<file path="src/rtl/serial_word_tx.sv">
// Parallel-to-serial word transmitter with a one-entry holding buffer so that
// back-to-back words stream onto the serial line without idle cycles.
module serial_word_tx #(
    parameter int   DATA_W    = 8,
    parameter bit   MSB_FIRST = 1'b1,
    parameter logic IDLE_BIT  = 1'b0
) (
    input  logic              clk,
    input  logic              rst,
    input  logic [DATA_W-1:0] data_in,
    input  logic              data_valid,
    output logic              data_ready,
    output logic              serial_out,
    output logic              bit_valid,
    output logic              word_done,
    output logic              busy
);
    localparam int CW = $clog2(DATA_W);
    localparam logic [CW-1:0] LAST_CNT = CW'(DATA_W - 1);

    localparam logic [0:0] S_IDLE  = 1'b0;
    localparam logic [0:0] S_SHIFT = 1'b1;

    logic [0:0]        state;
    logic [DATA_W-1:0] shreg;
    logic [DATA_W-1:0] hold;
    logic              hold_full;
    logic [CW-1:0]     cnt;

    logic accept;
    logic last_bit;
    logic out_bit;

    assign data_ready = !hold_full && !rst;
    assign accept     = data_valid && data_ready;
    assign last_bit   = (state == S_SHIFT) && (cnt == LAST_CNT);
    assign out_bit    = MSB_FIRST ? shreg[DATA_W-1] : shreg[0];

    assign serial_out = (state == S_SHIFT) ? out_bit : IDLE_BIT;
    assign bit_valid  = (state == S_SHIFT);
    assign word_done  = last_bit;
    assign busy       = (state == S_SHIFT) || hold_full;

    always_ff @(posedge clk) begin
        if (rst) begin
            state     <= S_IDLE;
            shreg     <= '0;
            hold      <= '0;
            hold_full <= 1'b0;
            cnt       <= '0;
        end else begin
            case (state)
                S_IDLE: begin
                    if (accept) begin
                        shreg <= data_in;
                        cnt   <= '0;
                        state <= S_SHIFT;
                    end
                end
                S_SHIFT: begin
                    if (last_bit) begin
                        // Held word wins over a fresh one; data_ready is low then anyway.
                        if (hold_full) begin
                            shreg     <= hold;
                            hold_full <= 1'b0;
                            cnt       <= '0;
                        end else if (accept) begin
                            shreg <= data_in;
                            cnt   <= '0;
                        end else begin
                            cnt   <= '0;
                            state <= S_IDLE;
                        end
                    end else begin
                        if (MSB_FIRST)
                            shreg <= {shreg[DATA_W-2:0], 1'b0};
                        else
                            shreg <= {1'b0, shreg[DATA_W-1:1]};
                        cnt <= cnt + 1'b1;
                        if (accept) begin
                            hold      <= data_in;
                            hold_full <= 1'b1;
                        end
                    end
                end
                default: state <= S_IDLE;
            endcase
        end
    end
endmodule

</file>
<file path="config.mk">
export PLATFORM = sky130hd
export DESIGN_NAME = serial_word_tx
export DESIGN_NICKNAME = d
export VERILOG_FILES = /design/src/rtl/serial_word_tx.sv
export SDC_FILE = /design/constraint.sdc
export NUM_CORES = 1
export LEC_CHECK = 0
export BUFFER_PORTS_ARGS = -buffer_cell sky130_fd_sc_hd__clkbuf_2
export CORE_UTILIZATION = 58
export DETAILED_ROUTE_END_ITERATION = 6
export HOLD_SLACK_MARGIN = 0.05
export PLACE_DENSITY = 0.93
export SLEW_MARGIN = 20
export SYNTH_ARGS = -nofsm -noshare
export SYNTH_HDL_FRONTEND = slang
export SYNTH_SLANG_ARGS = --single-unit
</file>
<file path="constraint.sdc">
create_clock -name clk -period 3.7 [get_ports clk]
set_clock_uncertainty 0.1 [all_clocks]
set_input_delay 0.185 -clock clk [delete_from_list [all_inputs] [get_ports clk]]
set_output_delay 0.185 -clock clk [all_outputs]
set_load 0.02 [all_outputs]
</file>
# Yosys cells after proc, flatten, opt, wreduce, memory -nomap -nowiden
# Index checks and enable logic that the tools add are counted.
# W data, S select, Z words.
# op_classes
n_lt_le_gt_ge	0
add_sub_neg	1
shift	0
div_mod_pow	0
n_mul	0
eq_ne	2
reduce_logical	9
muxes	14
bitwise	2
# op_table
op	n
$mux W8	3
$pmux W8 S2	1
$mux W1	6
$mux W3	2
$pmux W3 S2	1
$add A3 B1 Y3 const B	1
$eq A3 B3 Y1 const B	1
$logic_and A1 B1 Y1	3
$reduce_and A3 Y1	1
$logic_not A1 Y1	2
$ne A2 B2 Y1 const B	1
$not A1 Y1	2
$pmux W1 S2	1
$reduce_and A2 Y1	1
$reduce_bool A2 Y1	1
$logic_or A1 B1 Y1	1
# totals
wordCells	33
regBits	21
latch_bits	0
output_inout_bits	5
romBits	0
mem_bits_rw	0
mem_count	0
in_bits	11

# Depth between registers and ports, before layout
# Gate-level depths: netlist of the first run.
# logic_depth
word_depth	7
mapped_depth	6
mapped_depth_nobuf	5

# Worst setup path before layout of the first run
# OpenSTA, ideal clock, no wires.
# synth_path
kind	reg2reg
startpoint	register cnt[0]
endpoint	register shreg[0]
path_buffers	1
path_stages_with_launch	7
slack_ns	2.132
required_time_ns	3.525
setup_ns	0.075
arrival_ns	1.394
period_less_slack_ns	1.568
cell_sequence	dfxtp_1 -> ha_1 -> ha_1 -> buf_2 -> and2_1 -> nand3_1 -> o22ai_1
# synth_between
elab_chain_cells	4
# synth_lines
item	line	source
start, declared	28	logic [CW-1:0] cnt;
start signal, assigned	79	cnt <= cnt + 1'b1;
$eq A3 B3 Y1	36	assign last_bit = (state == S_SHIFT) && (cnt == LAST_CNT);
$logic_and A1 B1 Y1	36	
net word_done	15	output logic word_done,
$mux W8	61	if (last_bit) begin
$pmux W8 S2	52	case (state)
end signal, assigned	55	shreg <= data_in;
end signal, assigned	64	shreg <= hold;
end signal, assigned	68	shreg <= data_in;
end, declared	25	logic [DATA_W-1:0] shreg;
# The timed path passes the listed nets, and every way through them passes these cells.
# A chain may end at the register's enable or synchronous reset.

# Final worst setup path of the first run
# layout_path
startpoint	register cnt[0]
endpoint	output port word_done
# layout_between
elab_chain_cells	2
# layout_lines
item	line
$eq A3 B3 Y1	36
$logic_and A1 B1 Y1	36
end, declared	15
# Every way passes these cells.

==> run metrics, run 1 <==
status complete, but fails checks; failing checks design-rule violations; total CTS buffers 3; hold path start data_in[7]; Final Hold Fails 0; Clock Power Share 26.6%; crit share post-route a little over half; Net Sw Frac between 20% and 30%; Finished Cell Area roughly 1100 um2; Sink Count 21; met2 usage in global routing 43.3%; DR iter-0 viols 48; Worst-Skew Late Latency 0.31 ns; static leakage 0.455 nW; Overflow after GRT 0; Overall Power 415 uW; Crit Path Category flop to output port; # IOs 16; setup violators final 0; layout cell share with drive strength beyond 1 16.8%; part of the power in registers 59.2%; Slew Viols, Final 0; CTS tree done; Via-to-Cell Ratio between 6 and 7; mapped cell area 997 um2; CP Launch Type flop; vias in the first global route just over 800; Crit Path Max Fanout 19; Comb power frac 14.2%; sequential-to-total area share from yosys stat 42.2%; core area 1560 um2; FF+latch count, synth 21; unrepaired setup endpoints after global routing false; Setup TNS 0 ns; Synth cell types 26; final wirelength ~2.2 mm; Die H 43.5 um; n_diodes 0; Placer Congestion 0.827; warnings from Yosys 0; GRT Util Overall between 20% and 30%; Initial Utilization between 60 and 70%; Mapped Nets 126; Pwr Density about 360 nW/um2; Routed wire per std cell about 15 um; PortBufs 15; reg-to-reg endpoint shreg[2]; Placed Area 1050 um2; DIE WIDTH 43.5 um; clock-pin slew on the worst setup and hold paths between 0.1 and 0.15 ns; DP HPWL roughly 1.4 mm; Post-Syn Instances approximately 110; drc violations 6; flop-to-flop setup slack 1.80 ns; Critical Path RT 3.41 ns; busiest layer in global routing met2; cts repair resizes 0; Cells after DPL between 100 and 150; met3 Track Usage GR between 7 and 8%; post-route minimum period 2.01 ns; CTS Root Cell clkbuf_4; initial antenna violation count 0; max-cap violations 0; NumNets Final 145; Worst Hold End hold[7]; vias post-DR 894; worst min path class primary input to flop; fmax 498 MHz; Syn Area/Cell 8.82 um2; Worst Reg-to-Reg Cells 5; slew margin rel. 37.7%; Worst IR Drop VDD 0.291 mV; setup bufs post-CTS 0; largest net degree at the start of global routing 21; first-pass detailed-route iteration total 6; Antenna Nets Post-Route 0; met1 Use GR 34.7%; Hold Path Cell Cnt 3; Longest Clk Path Bufs 2; CP Data Arrival Time approximately 1.7 ns; die area 1890 um2; number of cell rows 14; first-pass GRT wire length 3.68 mm; worst reg2reg path startpoint cnt[0]; Layout area overhead 14.9%; fin cells between 100 and 150; H-tree levels 1; Internal Power roughly 300 uW; Least-Margin Pin Slew 0.930 ns; Crit. End Element output port; P_sw 110 uW
[stage by stage]
step / worst slack (ns) / hold slack (ns) / util (%)
floorplan: 2.13 / 0.233 / -
finish: 1.69 / 0.0487 / 73.5
global placement: 1.86 / 0.348 / 67.3
CTS: 1.70 / 0.0521 / 73.5
detailed placement: 1.83 / 0.344 / 67.3
global route: 1.56 / 0.0584 / 73.5
[worst max path at each step]
stage               startpoint        end  slack [ns]  cells after the start
finish                  cnt[0]  word_done        1.69                      4
detailed placement   hold_full   shreg[0]        1.83                      3
global route            cnt[0]  word_done        1.56                      4
floorplan               cnt[0]   shreg[0]        2.13                      6
global placement           rst   shreg[7]        1.86                      4
CTS                     cnt[0]  word_done        1.70                      4
[kinds of logic after synthesis]
logic type / after synthesis / synth area share (%)
compound gates: 37 / 20.2
fa+ha+maj: 2 / 2.51
buf+inv: 10 / 5.14
flops: 21 / 42.2
mux: 8 / 8.03
simple gates: 35 / 22.0
[timing repair]
action                                  CTS  global route
hold endpoints to repair                  7             0
hold buffers                              7             0
endpoints found under the setup margin    0             0
[cells in the final DEF, fill, tap and decap left out, types with 2 or more instances in the layout]
master and n:
a21oi_1 19, and2_1 2, and3_1 7, clkbuf_2 15
clkbuf_4 3, dfxtp_1 21, dlygate4sd3_1 7, ha_1 2
inv_1 2, mux2i_1 8, nand2_1 2, nand2b_1 3
nand3_1 9, nor2_1 2, nor2b_1 3, o21ai_0 8
o22ai_1 8, or3b_1 2
[layout make-up]
type                       instances  area (um2)
timing repair buffer              22         145
fill                             125         413
sequential                        21         420
clock buffer                       3        22.5
inverter                           2        7.51
clock inverter                     1        5.00
multi-input combinational         82         526
tap                               16        20.0
[power by group through the flow]
stage | logic [mW] | registers [mW] | clock network [mW]
finish | 0.0589 | 0.246 | 0.110
floorplan | 0.0407 | 0.246 | 0
global route | 0.0647 | 0.247 | 0.123
global placement | 0.0504 | 0.250 | 0
detailed placement | 0.0520 | 0.251 | 0
CTS | 0.0579 | 0.245 | 0.111
[registers in the layout, summed over array words and instances, names as in the netlist]
register	count
bit_valid	1
shreg	8
hold	8
cnt	3
hold_full	1
[critical path, cell delays in order (launching register included)]
cell      delay, ns
dfxtp_1        0.37
ha_1           0.16
ha_1           0.46
and2_1         0.24
clkbuf_2       0.18
[synth_stat cells]
cell       count  area (um2)
a21o_1         1        7.51
a21oi_1       19        95.1
and2_1         2        12.5
and3_1         7        43.8
and4bb_2       1        12.5
buf_1          1        3.75
buf_2          5        25.0
buf_6          1        11.3
clkbuf_1       1        3.75
dfxtp_1       21         420
ha_1           2        25.0
inv_1          2        7.51
mux2i_1        8        80.1
nand2_1        2        7.51
nand2b_1       3        18.8
nand3_1        9        45.0
nand4bb_1      1        11.3
nor2_1         2        7.51
nor2b_1        3        18.8
nor3_1         1        5.00
nor3b_2        1        12.5
o21ai_0        8        40.0
o22ai_1        8        50.1
o2bb2ai_1      1        8.76
or2_2          1        6.26
or3b_1         2        17.5
[metal layers]
metal	routed length [um]	part of all wire [%]	vias up
met1	940	43	399
met3	187	8.5	4
met5	0	0	-
met4	26	1.2	0
li1	-	-	449
met2	1030	47	42
No activity file was read; power rests on OpenSTA's default activity.
==> inputs of run 2 (changes only) <==
--- a/config.mk
+++ b/config.mk
@@ -5,11 +5,12 @@
 export SDC_FILE = /design/constraint.sdc
 export NUM_CORES = 1
 export LEC_CHECK = 0
+export ABC_AREA = 1
 export BUFFER_PORTS_ARGS = -buffer_cell sky130_fd_sc_hd__clkbuf_2
-export CORE_UTILIZATION = 58
+export CORE_UTILIZATION = 49
 export DETAILED_ROUTE_END_ITERATION = 6
 export HOLD_SLACK_MARGIN = 0.05
-export PLACE_DENSITY = 0.93
+export PLACE_DENSITY = 0.84
 export SLEW_MARGIN = 20
 export SYNTH_ARGS = -nofsm -noshare
 export SYNTH_HDL_FRONTEND = slang
==> constraint.sdc (replaced) <==
create_clock -name clk -period 1.6 [get_ports clk]
set_clock_uncertainty 0.1 [all_clocks]
set_input_delay 0.08 -clock clk [delete_from_list [all_inputs] [get_ports clk]]
set_output_delay 0.08 -clock clk [all_outputs]
set_load 0.02 [all_outputs]
==> run metrics, run 2 <==
Pwr Density 804 nW/um2 (was 362 nW/um2); static leakage 0.608 nW (was 0.455 nW); CP Data Arrival Time 1.37 ns (was 1.72 ns); Routed wire per std cell 11.6 um (was 14.9 um); drc violations 0 (was 6); worst min path class primary input to flop (unchanged); vias in the first global route 1033 (was 807); number of cell rows 16 (was 14); Crit Path Max Fanout 3 (was 19); die area 2340 um2 (was 1890 um2); CP max-delay cell dfxtp_2 (was ha_1); DR iter-0 viols 35 (was 48); vias post-DR 1085 (was 894); mapped cell area 1050 um2 (was 997 um2); warnings from Yosys 0 (unchanged); fmax 646 MHz; PortBufs 15 (unchanged); Setup TNS 0 ns (unchanged); hold path start rst (was data_in[7]); H-tree levels 1 (unchanged); GRT Util Overall 23.1% (was 26.7%); Util after Layout 66.7% (was 73.5%); Worst Hold End cnt[1] (was hold[7]); Critical Path RT 1.42 ns (was 3.41 ns); DIE WIDTH 48.3 um (was 43.5 um); top post-synthesis cells by area dfxtp_1 (40%), inv_1 (11%), nor2_1 (10%) (was dfxtp_1 (42%), a21oi_1 (9.5%), mux2i_1 (8.0%)); status finished clean (was complete, but fails checks); Placer Congestion 0.844 (was 0.827); top flop regs hold x8, shreg x8, cnt x3 (unchanged); # IOs 16 (unchanged); area share of the largest cell type after synthesis 40.0% (was 42.2%); Sink Count 21 (unchanged); Slew Viols, Final 0 (unchanged); post-route minimum period roughly 1.5 ns; NumNets Final 202 (was 145); layout cell share with drive strength beyond 1 19.7% (was 16.8%); core area 1980 um2 (was 1560 um2); Worst IR Drop VDD 0.652 mV (was 0.291 mV); final wirelength 2.50 mm (was 2.19 mm); Crit Path Category flop to output port (unchanged); total CTS buffers 3 (unchanged); slew margin rel. 78.4% (was 37.7%); worst-path cell chain ha_1 -> ha_2 -> nand2_1 -> inv_2 -> buf_4 (was ha_1 -> ha_1 -> and2_1 -> clkbuf_2); Post-Syn Instances 160 (was 113); Crit. End Element output port (unchanged); Hold Path Cell Cnt 3 (unchanged); top cell type by total area after synthesis dfxtp_1 (unchanged); reg-to-reg endpoint hold[4] (was shreg[2]); Initial Utilization 53.1% (was 64.0%); CTS Root Cell clkbuf_4 (unchanged); PnR worst setup slack 0.0523 ns (was 1.69 ns); sequential-to-total area share from yosys stat 40.0% (was 42.2%); DP HPWL 1.74 mm (was 1.44 mm); Worst-Skew Late Latency 0.31 ns (about the same); Via-to-Cell Ratio 5.05 (was 6.08); largest net degree at the start of global routing 14 (was 21); setup bufs post-CTS 0 (unchanged); CP peak stage delay 0.35 ns (was 0.46 ns); most numerous cell in the Yosys netlist inv_1 (was dfxtp_1); first-pass detailed-route iteration total 4 (was 6); initial antenna violation count 0 (unchanged); Top FF cell, synth dfxtp_1 (unchanged); first-pass GRT wire length 4.17 mm (was 3.68 mm); FF+latch count, synth 21 (unchanged); Layout area overhead 25.6% (was 14.9%); Mapped Nets 173 (was 126); CTS tree done (unchanged); Antenna Nets Post-Route 0 (unchanged); flop-to-flop setup slack 0.06 ns (was 1.80 ns); crit path from cnt[0] (unchanged); Die H 48.3 um (was 43.5 um); Overflow after GRT 0 (unchanged); setup violators final 0 (unchanged); post-synthesis async set-or-reset flop share 0% (unchanged); number of synthesized flops with an enable pin 0 (unchanged); worst reg2reg path startpoint cnt[0] (unchanged); crit share post-route 96.7%; max-cap violations 0 (unchanged); CP Launch Type flop (unchanged); Final Hold Fails 0 (unchanged); Syn Area/Cell 6.58 um2 (was 8.82 um2); most frequent cells in the layout nor2_1 (29), inv_1 (27), nand3_1 (21) (was dfxtp_1 (21), a21oi_1 (19), clkbuf_2 (15)); Synth cell types 17 (was 26); commonest non-fill, non-tap cell in the layout nor2_1 (was dfxtp_1); Longest Clk Path Bufs 2 (unchanged); unrepaired setup endpoints after global routing true (was false); clock-pin slew on the worst setup and hold paths 0.11 ns (was 0.12 ns); worst slack at placement -0.0730 ns (was 1.83 ns); Least-Margin Pin Slew 0.323 ns (was 0.930 ns); n_diodes 0 (unchanged); Post-synth top cells inv_1 (30), nor2_1 (29), dfxtp_1 (21), nand3_1 (21), nand2_1 (15) (was dfxtp_1 (21), a21oi_1 (19), nand3_1 (9)); Worst Reg-to-Reg Cells 7 (was 5)
[run 2: cell count changes in the layout (fill, tap and decap cells not counted), moves of 8 or more]
cell	delta
a21oi_1	-8
nand3_1	+12
nor2_1	+27
mux2i_1	-8
o22ai_1	-8
inv_1	+25
nand2_1	+13
[run 2: kinds of logic (layout without fill, tap and decap cells)]
kind of cell | Yosys count | in the layout | synth area share [%]
and+or+nand+nor | 77 | 77 | 32.3
adders and majority gates | 2 | 2 | 2.38
buffers and inverters | 36 | 64 | 13.9
AOI/OAI and AO/OA | 24 | 24 | 11.4
DFF | 21 | 21 | 40.0
[run 2: metrics by stage]
| stage | area, um2 | total power, mW | cells | hold WS [ns] |
|---|---|---|---|---|
| 2_1_floorplan | 1050 | 0.714 | 160 | 0.107 |
| 3_3_place_gp | 1180 | 0.774 | 203 | 0.230 |
| 3_5_place_dp | 1180 | 0.783 | 203 | 0.238 |
| 4_1_cts | 1290 | 1.05 | 215 | 0.0537 |
| 5_1_grt | 1320 | 1.13 | 215 | 0.0609 |
| 6_report | 1320 | 1.06 | 215 | 0.0574 |
[run 2: what timing repair did]
item,in CTS,in global routing
pin swaps,0,1
hold endpoints to repair,16,0
resized for setup,1,12
hold buffers,8,0
setup endpoints to repair,8,19
[run 2: worst max path at each step]
stage | end | depth (start not counted)
global placement | shreg[2] | 6
CTS | hold[2] | 7
finish | word_done | 5
detailed placement | shreg[1] | 6
global route | shreg[2] | 8
floorplan | hold[0] | 7
[run 2: area by class of cell]
type | instances | area [um2]
clock buffer | 4 | 26.3
fill | 168 | 661
inverter | 30 | 113
multi-input combinational | 103 | 513
sequential | 21 | 422
tap | 27 | 33.8
timing repair buffer | 30 | 214
[run 2: per-layer routing]
metal  share of wire (%)  global-route usage [%]  vias to the layer above  wire [um]
li1                    -                       -                      560          -
met1                  43                    27.6                      491       1070
met2                  51                    38.5                       29       1260
met3                 4.9                    5.03                        5        122
met4                 1.8                    12.7                        0         44
met5                   0                       0                        -          0
[run 2: critical path, delay by kind of cell (launching register included)]
kind	cells	cell delay (ns)
adders and majority gates	2	0.39
buffers and inverters	2	0.21
DFF	1	0.35
and+or+nand+nor	1	0.12
[run 2: report_power, final]
| part | total [mW] | switching [mW] | internal (mW) |
|---|---|---|---|
| logic | 0.223 | 0.132 | 0.0912 |
| registers | 0.578 | 0.0209 | 0.557 |
| clock network | 0.261 | 0.164 | 0.0976 |
